### src/rtl/run_ctrl_pkg.sv
// Shared run-control definitions: FSM state encoding and the default halt opcode
// (kept in step with the decode stage's opcode table).
package run_ctrl_pkg;

  typedef enum logic [2:0] {
    ST_IDLE    = 3'd0,
    ST_HOLD    = 3'd1,
    ST_RUN     = 3'd2,
    ST_DRAIN   = 3'd3,
    ST_DONE    = 3'd4,
    ST_TIMEOUT = 3'd5
  } run_state_e;

  localparam logic [5:0] HALT_OPCODE_DEF = 6'h11;

  // The processor is out of reset only while a run is executing or draining.
  function automatic logic is_active(run_state_e s);
    return (s == ST_RUN) || (s == ST_DRAIN);
  endfunction

endpackage

### src/rtl/run_controller_sat_counter.sv
// Up-counter that sticks at all-ones instead of wrapping; synchronous clear wins over increment.
module sat_counter #(
  parameter int WIDTH = 32
) (
  input  logic             clk,
  input  logic             reset,
  input  logic             clr,
  input  logic             inc,
  output logic [WIDTH-1:0] count
);

  logic [WIDTH-1:0] count_q, count_d;

  always_comb begin
    count_d = count_q;
    if (clr) begin
      count_d = '0;
    end else if (inc && (count_q != '1)) begin
      count_d = count_q + WIDTH'(1);
    end
  end

  always_ff @(posedge clk or negedge reset) begin
    if (!reset) begin
      count_q <= '0;
    end else begin
      count_q <= count_d;
    end
  end

  assign count = count_q;

endmodule

### src/rtl/run_controller.sv
// Run controller: holds the processor in reset, releases it for a run, counts cycles and
// retires, and ends the run on a retired halt opcode (after a drain window) or a watchdog timeout.
module run_controller
  import run_ctrl_pkg::*;
#(
  parameter int                  OPCODE_W       = 6,
  parameter logic [OPCODE_W-1:0] HALT_OPCODE    = OPCODE_W'(HALT_OPCODE_DEF),
  parameter int                  RESET_CYCLES   = 2,
  parameter int                  DRAIN_CYCLES   = 4,
  parameter int                  TIMEOUT_CYCLES = 100000,
  parameter int                  CNT_W          = 32
) (
  input  logic                clk,
  input  logic                reset,
  input  logic                start,
  input  logic                wb_valid,
  input  logic [OPCODE_W-1:0] wb_opcode,
  output logic                cpu_reset,
  output logic                running,
  output logic                done,
  output logic                timed_out,
  output logic [CNT_W-1:0]    cycle_count,
  output logic [CNT_W-1:0]    retired_count,
  output logic [2:0]          state
);

  // Terminal values of the shared timer, compared at 64 bits so a timeout larger than the
  // counter range simply never fires instead of aliasing onto a truncated value.
  localparam logic [63:0] HOLD_LAST  = 64'(RESET_CYCLES - 1);
  localparam logic [63:0] DRAIN_LAST = 64'(DRAIN_CYCLES - 1);
  localparam logic [63:0] TO_LAST    = 64'(TIMEOUT_CYCLES - 1);

  run_state_e       state_q, state_d;
  logic             accept_start;
  logic             halt_seen;
  logic             timer_clr;
  logic             timer_inc;
  logic [CNT_W-1:0] timer;
  logic [63:0]      timer_w;
  logic             cpu_reset_q, running_q, done_q, timed_out_q;

  assign halt_seen = wb_valid && (wb_opcode == HALT_OPCODE);
  assign timer_w   = 64'(timer);

  always_comb begin
    state_d      = state_q;
    accept_start = 1'b0;
    case (state_q)
      ST_IDLE, ST_DONE, ST_TIMEOUT: begin
        if (start) begin
          state_d      = ST_HOLD;
          accept_start = 1'b1;
        end
      end
      ST_HOLD: begin
        if (timer_w == HOLD_LAST) state_d = ST_RUN;
      end
      ST_RUN: begin
        // A halt retiring on the watchdog's last cycle still counts as a clean finish.
        if (halt_seen) begin
          state_d = (DRAIN_CYCLES > 0) ? ST_DRAIN : ST_DONE;
        end else if ((TIMEOUT_CYCLES > 0) && (timer_w == TO_LAST)) begin
          state_d = ST_TIMEOUT;
        end
      end
      ST_DRAIN: begin
        if (timer_w == DRAIN_LAST) state_d = ST_DONE;
      end
      default: state_d = ST_IDLE;
    endcase
  end

  always_ff @(posedge clk or negedge reset) begin
    if (!reset) begin
      state_q     <= ST_IDLE;
      cpu_reset_q <= 1'b1;
      running_q   <= 1'b0;
      done_q      <= 1'b0;
      timed_out_q <= 1'b0;
    end else begin
      state_q     <= state_d;
      cpu_reset_q <= !is_active(state_d);
      running_q   <= is_active(state_d);
      done_q      <= (state_d == ST_DONE);
      timed_out_q <= (state_d == ST_TIMEOUT);
    end
  end

  // One timer serves HOLD length, the RUN watchdog and the DRAIN window; it restarts on every state change.
  assign timer_clr = (state_d != state_q);
  assign timer_inc = (state_q == ST_HOLD) || is_active(state_q);

  sat_counter #(.WIDTH(CNT_W)) u_timer (
    .clk   (clk),
    .reset (reset),
    .clr   (timer_clr),
    .inc   (timer_inc),
    .count (timer)
  );

  sat_counter #(.WIDTH(CNT_W)) u_cycle_cnt (
    .clk   (clk),
    .reset (reset),
    .clr   (accept_start),
    .inc   (is_active(state_q)),
    .count (cycle_count)
  );

  sat_counter #(.WIDTH(CNT_W)) u_retire_cnt (
    .clk   (clk),
    .reset (reset),
    .clr   (accept_start),
    .inc   (is_active(state_q) && wb_valid),
    .count (retired_count)
  );

  assign cpu_reset = cpu_reset_q;
  assign running   = running_q;
  assign done      = done_q;
  assign timed_out = timed_out_q;
  assign state     = state_q;

endmodule

### config.mk
export PLATFORM = sky130hd
export DESIGN_NAME = run_controller
export DESIGN_NICKNAME = d
export VERILOG_FILES = /design/src/rtl/run_ctrl_pkg.sv /design/src/rtl/run_controller_sat_counter.sv /design/src/rtl/run_controller.sv
export SDC_FILE = /design/constraint.sdc
export NUM_CORES = 1
export LEC_CHECK = 0
export CORE_ASPECT_RATIO = 1.25
export CORE_MARGIN = 3
export CORE_UTILIZATION = 30
export CTS_CLUSTER_DIAMETER = 80
export CTS_CLUSTER_SIZE = 20
export DETAILED_ROUTE_END_ITERATION = 8
export GPL_ROUTABILITY_DRIVEN = 0
export GPL_TIMING_DRIVEN = 1
export PLACE_DENSITY = 0.53
export SETUP_SLACK_MARGIN = 0.5
export SLEW_MARGIN = 25
export SYNTH_ARGS = -nofsm -noshare
export SYNTH_HDL_FRONTEND = slang
export SYNTH_SLANG_ARGS = --single-unit
### constraint.sdc
create_clock -name clk -period 2.45 [get_ports clk]
set_clock_uncertainty 0.2 [all_clocks]
set_input_delay 0.3675 -clock clk [delete_from_list [all_inputs] [get_ports clk]]
set_output_delay 0.3675 -clock clk [all_outputs]
set_load 0.03 [all_outputs]
# == Word-level counts from Yosys, hierarchy flattened ==
# Cells that the tools add are included.
# totals
input_bits,10
word_cells,56
reg_bits,103
# op_classes
addsub,3
n_mux,14
n_reduce_logical,14
n_eq_ne,17
# op_table
operator,n
2-to-1 mux 32 bit,6
adder 32 x 1 -> 32 bit (second input constant),3
!= test 32 bit (second input constant),3
== test 32 x 1 -> 1 bit (second input constant),1
== test 32 x 17 -> 1 bit (second input constant),1
== test 32 x 2 -> 1 bit (second input constant),1
2-to-1 mux 3 bit,5
== test 3 x 2 -> 1 bit (second input constant),4
== test 3 bit (second input constant),4
case mux 3 bit (4 select lines),1
== test 6 x 5 -> 1 bit (second input constant),1
nonzero test 2 bit,3
logical AND 1 bit,5
== test 3 x 1 -> 1 bit (second input constant),1
logical NOT 3 bit,1
logical OR 1 bit,3
!= test 3 bit,1
OR reduction 3 bit,1
2-to-1 mux 1 bit,2
logical NOT 1 bit,1

# == Longest topological paths before layout ==
# depth
ltp_word,7
depth_mapped,8
ltp_nobuf,7

# == Hierarchy ==
# Synthesis repeated with hierarchy kept, for this count alone.
# hier_totals
cells_unflattened,661
area_unflattened_um2,6133.4
# modules_own_cells
module,cells_each,area_each_um2,n_inst
sat_counter,198,1854.3,3
run_controller,67,570.5,1

# == Worst setup path after synthesis ==
# Ideal clock, no wire load.
# synth_path
kind,register to register
startpoint,"register u_retire_cnt.count_q[13], in the netlist u_retire_cnt.count[13]"
endpoint,"register u_retire_cnt.count_q[12], in the netlist u_retire_cnt.count[12]"
stages_incl_launch_ff,8
n_path_buf,2
t_arrival_ps,2462
path_slack_ps,-290
setup_ps,78
cell_sequence,dfrtp_1 nand4_1 or4_1 o41ai_1 clkbuf_1 buf_2 o21ai_0 a21oi_1
# synth_via
elab_chain_cells,3
# synth_rtl
item,line_no,source
"start, declared",run_controller_sat_counter.sv:12,"logic [WIDTH-1:0] count_q, count_d;"
"start signal, assigned",run_controller_sat_counter.sv:27,count_q <= count_d;
!= test 32 bit,run_controller_sat_counter.sv:18,end else if (inc && (count_q != '1)) begin
logical AND 1 bit,run_controller_sat_counter.sv:18,
nonzero test 2 bit (no line),n/a,
# No other way between the ends.
# A chain may end at the register's enable or synchronous reset.

# == Worst setup path in the final report ==
# layout_path
startpoint,"register u_timer.count_q[1], in the netlist u_timer.count[1]"
endpoint,"register u_timer.count_q[29], in the netlist u_timer.count[29]"
# layout_via
elab_chain_cells,6
word_cells_on_any_way,15
# layout_rtl
item,line_no
"start, declared",run_controller_sat_counter.sv:12
"start signal, assigned",run_controller_sat_counter.sv:27
"parallel branches: the longest is 6 deep, another holds adder 32 x 1 -> 32 bit",n/a
# Parallel ways; which one is timed is not known. The select of a mux whose other input is x is not followed.

==> impl_results.md <==
* Clock-pin slew on the worst setup and hold paths at around 0.080 ns
* Final Non-Filler Cells at 1222
* Clk network pwr share at 0.212
* Synthesized Nets at 679
* Syn avg cell area at about 9.0 µm²
* Syn Inst Count at about 670
* Share of the synthesized area in the top cell type at 0.4279
* Die Span X at 132.1 µm
* Worst Tran Pin Value at between 0.6 and 0.7 ns
* Main area contributors after synthesis: dfrtp_1 43%, o31ai_1 6.5%, or4_1 6.0%, nand3_1 4.1%, a21oi_1 3.9%
* CTS Sinks at roughly 100
* Failing checks: negative setup slack
* Power per cell area at 697.4 mW/mm²
* Pin count of the biggest net entering global routing at 43
* Sw Ratio at 0.3956
* Final wirelength at about 24 mm
* Share of cells above drive strength 1 at 0.5496
* Vias per Instance at ~5.7
* Max_slew headroom at 0.5804
* DRT iter0 DRCs at ~400
* Distinct cells, synth at 53
* Post-synth top flop: dfrtp_1
* Worst R2R Setup Slack at -0.04 ns
* Fmax at 401.0 MHz
* Multi-input logic area at about 0.0046 mm²
* Core Area at 0.01947 mm²
* RSZ-0062 raised after global routing: true
* Chip height at between 150 and 200 µm
* Initial antenna violation count at 0
* Adder-cell share of the synthesized area at 0.008389
* Max FO, Critical Path at 6
* Hold Violations, Final at 0
* Initial Utilization at 0.3064
* Port Buf Inserts at 80
* P_sw at 3012 µW
* Num CTS Buffers at 9
* Gr ovfl total at 0
* Sequential fraction of the synthesis area at 0.4323
* Simple-Gate Fraction of Synth Area at 0.2892
* Area Overhead vs Synth at 82.99%
* EDFF count, synth at 0
* Die Area at roughly 0.022 mm²
* Setup tns final at -0.5822 ns
* Post-Synth XOR/XNOR Area at 0.005872
* Total iterations of the first detailed-routing run at 6
* Pre-CTS WS at -0.2370 ns
* Final setup margin at -0.04362 ns
* Gr usage total at 0.2113
* Pleak at about 0.0045 µW
* Synth Area in Compound Gates at 0.2196
* Synth warn at 0
* R2R cell count at 5
* Worst hold path class: input port to asynchronous set/reset pin
* Max Slew Vio Count at 0
* Main combinational cell family by area after synthesis: simple AND/OR/NAND/NOR gates
* Detail Placement HPWL at ~13 mm
* Mapped Area at slightly below 0.006 mm²
* Sequential power share at 0.283
* Number of synthesized register bits at approximately 100
* Drt drc at 0
* Final period utilization at 1.018
* MaxCap Viol Count at 0
* First-pass GRT wire length at ~37 mm
* CTS max path bufs at 2
* Per-cell routed wire length at between 20 and 25 µm
* Arr. time, crit path at about 2.6 ns
* Most common cell in the netlist: dfrtp_1
* Comb pwr share at 0.505
* Status: complete, but fails checks
* Largest area contributor in the netlist: dfrtp_1
* H-tree Lvls at 3
* Synth cell count leaders: 102 x dfrtp_1, 53 x nand2_1, 52 x o31ai_1, 49 x nand3_1, 48 x or4_1
* Post-synthesis mux area share at 0.006711
* Vias in the first global route at slightly below 7000
* Minimum clock period at approximately 2.5 ns
* Row cnt at 57
* Setup CP Type: flip-flop to flip-flop
* CP Capture Type: flip-flop
* Async set-reset flop share out of synthesis at 1.000
* Via count of the routed design at around 7000
* CTS tree: done
* Fillcell total at 1617
* Final ANT Viol Nets at 0
* Clk_lat worst skew at roughly 0.36 ns
* Worst vdd ir at 0.0004428 V
* Reg2reg start: u_timer.count[1]
* Register area at approximately 0.0026 mm²
* Antenna cells at 0
* Clock Root Buffer: clkbuf_16
* Tot Pwr at around 7600 µW
* Final nets at around 970
* Worst R2R End: u_timer.count[29]
* I/O Pins at a little over 80
* Post-Place Cells at between 1000 and 1500
* Setup violations, final at 32
* Int Power at about 4600 µW
* Startpoint Class: flip-flop
* Worst path required time at roughly 2.5 ns
[layout make-up]
cell class,count,share of cell area
clock inverters,6,0.008481
well taps,265,0.03037
multi-input cells,515,0.4210
repair buffers,309,0.2719
flip-flops and latches,103,0.2425
clock buffers,10,0.02097
inverters,14,0.004814
[cell usage in the layout (no fill, tap or decap), types with 16 or more instances in the layout]
cell,instances
or4_1,24
buf_6,45
nand3_1,30
buf_4,154
nand3_2,16
o31ai_1,33
a21oi_1,21
dfrtp_2,55
a21oi_2,25
or3_1,20
nand4_1,28
nor2_1,19
nand2_1,38
or4_4,26
dfrtp_1,47
a211oi_2,27
dlygate4sd2_1,68
[power by group through the flow]
stage / clock network (µW) / registers (µW) / logic, µW
2_1_floorplan: 0 / 2380 / 1180
3_3_place_gp: 0 / 2170 / 2180
3_5_place_dp: 0 / 2180 / 2210
4_1_cts: 1650 / 2130 / 3490
5_1_grt: 1730 / 2180 / 4030
6_report: 1620 / 2150 / 3850
[per-stage QoR]
stage / hold slack, ns / util / cell area, µm²
6_report: 0.2979 / 0.5607 / 10920
5_1_grt: 0.3262 / 0.5607 / 10920
4_1_cts: 0.3084 / 0.5120 / 9968
3_5_place_dp: 0.1562 / 0.4070 / 7924
3_3_place_gp: 0.1551 / 0.4070 / 7924
2_1_floorplan: -0.1281 / - / 6550
[metal layers]
metal | track usage | share of wire | vias to the layer above
li1 | - | - | 3239
met1 | 0.2546 | 0.41 | 3520
met4 | 0.08357 | 0.022 | 0
met3 | 0.03266 | 0.041 | 43
met2 | 0.3779 | 0.53 | 218
met5 | 0 | 0 | -
[critical path, cell delays in order (launching register included)]
cell and delay [ns]:
dfrtp_1 0.38, nand2_1 0.08, or4_4 0.55, or4_4 0.49, or4_4 0.51, a211oi_2 0.21
[sequential cells by signal, indices dropped and copies added (netlist names)]
signal,flops
u_retire_cnt.count,32
state,3
timed_out,1
u_cycle_cnt.count,32
cpu_reset,1
u_timer.count,32
done,1
running,1
[cell families (layout without fill, tap and decap cells)]
kind of cell               after synthesis  in the layout
adders and majority gates                4              4
and+or+nand+nor                        300            307
muxes                                    4              4
AOI/OAI and AO/OA                      195            196
buffers and inverters                   55            339
xor gates and xnor gates                 4              4
DFF                                    103            103
[worst max-delay path by stage]
stage | startpoint | end
6_report | u_timer.count[1] | u_timer.count[29]
5_1_grt | u_timer.count[1] | u_timer.count[29]
4_1_cts | u_timer.count[1] | u_timer.count[29]
3_3_place_gp | wb_opcode[0] | u_timer.count[7]
3_5_place_dp | wb_opcode[0] | u_timer.count[4]
2_1_floorplan | u_timer.count[7] | u_timer.count[29]
[repair_timing]
action | in CTS | in global routing
setup buffers | 102 | 42
resized for setup | 233 | 132
hold buffers | 1 | 0
gates cloned | 19 | 3
endpoints found under the hold margin | 30 | 0
pin swaps | 77 | 96
setup endpoints to repair | 171 | 105
No activity file was read; power rests on OpenSTA's default activity.
